[src/rtl/uart_tx_feeder.sv]
// Byte FIFO that paces a UART transmitter: pops one byte, pulses start, waits for
// txdone (or a timeout), then enforces an idle gap before the next frame.
module uart_tx_feeder #(
    parameter int DEPTH          = 16,
    parameter int GAP_CYCLES     = 4,
    parameter int TIMEOUT_CYCLES = 20000
) (
    input  logic                     clk,
    input  logic                     rst_n,
    input  logic [7:0]               in_data,
    input  logic                     in_valid,
    output logic                     in_ready,
    output logic                     start,
    output logic [7:0]               txin,
    input  logic                     txdone,
    output logic [$clog2(DEPTH):0]   fifo_count,
    output logic                     busy,
    output logic                     timeout_err
);

    localparam int AW = $clog2(DEPTH);
    localparam int CW = AW + 1;
    localparam int TW = $clog2(TIMEOUT_CYCLES + 1);

    localparam logic [CW-1:0] FULL_COUNT = CW'(DEPTH);
    localparam logic [7:0]    GAP_LOAD   = 8'(GAP_CYCLES);
    localparam logic [TW-1:0] TMO_LAST   = TW'(TIMEOUT_CYCLES - 1);

    typedef enum logic [1:0] {
        S_IDLE,
        S_START,
        S_WAIT_DONE,
        S_GAP
    } state_t;

    state_t          state_reg, state_next;
    logic [7:0]      mem [DEPTH];
    logic [AW-1:0]   wr_ptr_reg, rd_ptr_reg;
    logic [CW-1:0]   count_reg, count_next;
    logic [7:0]      txin_reg;
    logic            start_reg;
    logic            err_reg, err_next;
    logic [7:0]      gap_reg, gap_next;
    logic [TW-1:0]   tmo_reg, tmo_next;
    logic            push, pop;

    assign in_ready    = (count_reg != FULL_COUNT);
    assign push        = in_valid && in_ready;
    assign pop         = (state_reg == S_IDLE) && (count_reg != '0);

    assign start       = start_reg;
    assign txin        = txin_reg;
    assign fifo_count  = count_reg;
    assign busy        = (state_reg != S_IDLE);
    assign timeout_err = err_reg;

    // Storage is left unreset so it maps onto block RAM; the pointers make it invisible.
    always_ff @(posedge clk) begin
        if (push) begin
            mem[wr_ptr_reg] <= in_data;
        end
    end

    always_comb begin
        state_next = state_reg;
        gap_next   = gap_reg;
        tmo_next   = tmo_reg;
        err_next   = err_reg;
        case (state_reg)
            S_IDLE: begin
                if (pop) begin
                    state_next = S_START;
                end
            end
            S_START: begin
                tmo_next   = '0;
                state_next = S_WAIT_DONE;
            end
            S_WAIT_DONE: begin
                if (txdone) begin
                    gap_next   = GAP_LOAD;
                    state_next = S_GAP;
                end else if (tmo_reg == TMO_LAST) begin
                    // Frame is abandoned; the byte was already popped and is not retried.
                    err_next   = 1'b1;
                    state_next = S_IDLE;
                end else begin
                    tmo_next = tmo_reg + TW'(1);
                end
            end
            S_GAP: begin
                if (gap_reg <= 8'd1) begin
                    gap_next   = 8'd0;
                    state_next = S_IDLE;
                end else begin
                    gap_next = gap_reg - 8'd1;
                end
            end
            default: begin
                state_next = S_IDLE;
            end
        endcase
    end

    always_comb begin
        count_next = count_reg;
        case ({push, pop})
            2'b10:   count_next = count_reg + CW'(1);
            2'b01:   count_next = count_reg - CW'(1);
            default: count_next = count_reg;
        endcase
    end

    always_ff @(posedge clk or negedge rst_n) begin
        if (!rst_n) begin
            state_reg  <= S_IDLE;
            wr_ptr_reg <= '0;
            rd_ptr_reg <= '0;
            count_reg  <= '0;
            txin_reg   <= 8'h00;
            start_reg  <= 1'b0;
            err_reg    <= 1'b0;
            gap_reg    <= 8'd0;
            tmo_reg    <= '0;
        end else begin
            state_reg <= state_next;
            count_reg <= count_next;
            err_reg   <= err_next;
            gap_reg   <= gap_next;
            tmo_reg   <= tmo_next;
            start_reg <= (state_next == S_START);
            if (push) begin
                wr_ptr_reg <= wr_ptr_reg + AW'(1);
            end
            if (pop) begin
                txin_reg   <= mem[rd_ptr_reg];
                rd_ptr_reg <= rd_ptr_reg + AW'(1);
            end
        end
    end

endmodule

[config.mk]
export PLATFORM = sky130hd
export DESIGN_NAME = uart_tx_feeder
export DESIGN_NICKNAME = d
export VERILOG_FILES = /design/src/rtl/uart_tx_feeder.sv
export SDC_FILE = /design/constraint.sdc
export NUM_CORES = 1
export LEC_CHECK = 0
export ABC_AREA = 1
export BUFFER_PORTS_ARGS = -buffer_cell sky130_fd_sc_hd__buf_2
export CORE_MARGIN = 2
export CORE_UTILIZATION = 30
export DETAILED_ROUTE_END_ITERATION = 10
export SLEW_MARGIN = 20
export SYNTH_ARGS = -nofsm -noshare
export SYNTH_HDL_FRONTEND = slang
export SYNTH_SLANG_ARGS = --single-unit
[constraint.sdc]
create_clock -name clk -period 7.5 [get_ports clk]
set_input_delay 1.125 -clock clk [delete_from_list [all_inputs] [get_ports clk]]
set_output_delay 1.125 -clock clk [all_outputs]
set_load 0.01 [all_outputs]
==> flow_summary.yaml <==
final_layout:
  finalNetCount: 936
  drive_above_1_share: 0.114
  largest_reg_flops: 128
  nFillCells: 2804
  diodes: 0
  syn2layout_area_growth_pct: 13.1
global_route:
  grt_use_total: 0.137
  grt_overflow: 0
  first_global_vias: 5659
  grt_max_degree: 68
  antenna_found_initial: 0
  grt_pass1_wl_um: 30400
die:
  start_util: 0.303
  dieArea_um2: 29100
  chipHeight_um: 171
  die_w_um: 171
  coreArea_um2: 27600
  pin_count: 29
  row_count: 61
synthesis:
  avgSynthCellArea_um2: 9.34
  synth_area_um2: 8340
  synth_cell_types: 37
  netlist.area_leader.share: 0.461
  synth_seq_area_share: 0.605
  synth_common_cells: "284 x nand2_1, 137 x inv_1, 128 x edfxtp_1, 117 x nand3_1, 48 x dfrtp_1"
  synthCells: 893
  yosys_warnings: 0
  yosys.area.top_type: "edfxtp_1"
  synthFlopType: "edfxtp_1"
  async_flop_share: 0.273
  synthesis.nets: 918
  synth_edf_count: 128
  synthTopCellsByArea: "edfxtp_1 46%, dfrtp_1 14%, nand2_1 13%"
  yosysMostFrequentCell: "nand2_1"
  yosys_register_bits: 176
sta:
  fin_crit_sh: 0.424
  tightest_slew_ps: 1100
  finalSetupViolCount: 0
  fmax_ghz: 0.314
  slew_headroom: 0.263
  drv_slew: 0
  setup_ws_ps: 4320
  hold_viol: 0
  fin_setup_tns_ps: 0
  rsz0062_at_grt: "no"
  clock_skew_ps: 14.4
  fin_crit_ps: 3180
critical_path:
  end_kind: "register"
  r2r-start: "fifo_count[0]$_DFFE_PN0P_"
  critPathLaunch: "fifo_count[0]$_DFFE_PN0P_"
  cp-start-kind: "register"
  critPathRequiredTime_ps: 7870
  cp_max_fo: 23
  crit_type: "reg -> reg"
  cp_data_arrival_time_ps: 3550
drt:
  vias: 5770
  via_per_inst: 4.43
  totalWireLength_um: 18700
  post_drt_wl_per_cell_um: 14.3
  ant_nets: 0
  drc: 0
  drt_first_pass_iters: 6
  drt_iter0_markers: 408
pwr:
  power_mw: 3.31
  power.density_nw_per_um2: 351
  p_leak_nw: 4.10
  vdd_ir_drop_max_mv: 0.195
clock_tree:
  clk_pin_slew_ps: 80
  cts_max_level: 4
  cts.sinks: 176
  ctsResizeCount: 0
  hold_buffers: 0
  cts_buffer_depth: 2
  clk_latency_ps: 430
  postCtsSetupRepairBufs: 0
  cts_tree: "yes"
  cts_made_buffers: 17
  root_buffer: "clkbuf_16"
worst_hold_path:
  hp-start: "timeout_err$_DFFE_PN0P_"
  holdCritPathClass: "reg -> reg"
run:
  drv_cap: 0
place:
  port_buffers: 28
  dp_slack_ps: 4130
  gp_congestion: 0.792
  dp_hpwl_um: 12200
status:
  outcome: "finished clean"
[worst max-delay path: stages, from the launching register on]
cell and delay, ps:
dfrtp_1 450, nor4_2 350, nand2_1 150, nand2_1 830
ha_1 440, ha_1 310, a21oi_1 160, nor2_1 60
nor2_1 100, xor2_1 160, nand2_1 60, nand2_1 50
[power by group]
part	total, mW	internal (mW)	switching, mW	leakage, nW
Clock	0.866	0.448	0.418	0.289
Combinational	1.11	0.342	0.767	2.04
Sequential	1.33	1.20	0.131	1.78
Total	3.31	1.99	1.32	4.10
[final cells by class]
type / count / area, um^2 / area share
Clock inverter: 15 / 159 / 0.0169
Sequential cell: 176 / 5050 / 0.535
Timing Repair Buffer: 31 / 163 / 0.0173
Clock buffer: 17 / 425 / 0.0451
Tap cell: 378 / 473 / 0.0502
Inverter: 142 / 536 / 0.0568
Multi-Input combinational cell: 543 / 2630 / 0.279
[cell families (layout without fill, tap and decap cells)]
group                      count (synthesis)  after routing  synth area share
and+or+nand+nor                          483            483             0.248
adders and majority gates                 13             13            0.0204
xor gates and xnor gates                  12             12            0.0126
DFF                                      176            176             0.605
AOI/OAI and AO/OA                         35             35            0.0288
buffers and inverters                    174            205            0.0852
[cell usage in the layout, fill, tap and decap left out, types with 6 or more instances in the layout]
master,instances
inv_1,137
ha_1,12
dfrtp_1,47
xnor2_1,6
edfxtp_1,128
nor3_1,13
nor2_1,38
a21oi_1,8
buf_2,28
o21ai_0,7
o21ai_2,8
nand3_1,117
clkbuf_16,17
nor3_2,9
nand2_1,284
nand2_2,9
xor2_1,6
[per-stage QoR]
| stage | hold WS [ps] | std cells | utilization | instance area, um^2 |
|---|---|---|---|---|
| global route | 501 | 1302 | 0.342 | 9430 |
| CTS | 468 | 1302 | 0.341 | 9380 |
| detailed placement | 449 | 1270 | 0.319 | 8800 |
| floorplan | 487 | 893 | - | 8340 |
| finish | 467 | 1302 | 0.342 | 9430 |
| global placement | 447 | 1270 | 0.319 | 8800 |
[routing by layer]
metal / vias up / GRT usage / part of all wire
met5: - / 0 / 0
met4: 0 / 0.0561 / 0.027
met3: 35 / 0.0254 / 0.033
met2: 112 / 0.224 / 0.48
met1: 2718 / 0.178 / 0.46
li1: 2905 / - / -
[final timing paths]
check | endpoint | slack [ps] | depth (start not counted)
worst min register to register | timeout_err$_DFFE_PN0P_ | 470 | 1
worst max-delay path | fifo_count[4]$_DFFE_PN0P_ | 4320 | 11
max in group asynchronous | rd_ptr_reg[0]$_DFFE_PN0P_ | 6210 | 2
min in group asynchronous | tmo_reg[11]$_DFFE_PN0P_ | 800 | 2
worst min-delay path | timeout_err$_DFFE_PN0P_ | 470 | 1
worst max register to register | fifo_count[4]$_DFFE_PN0P_ | 4320 | 11
(Power assumes the default switching activity.)
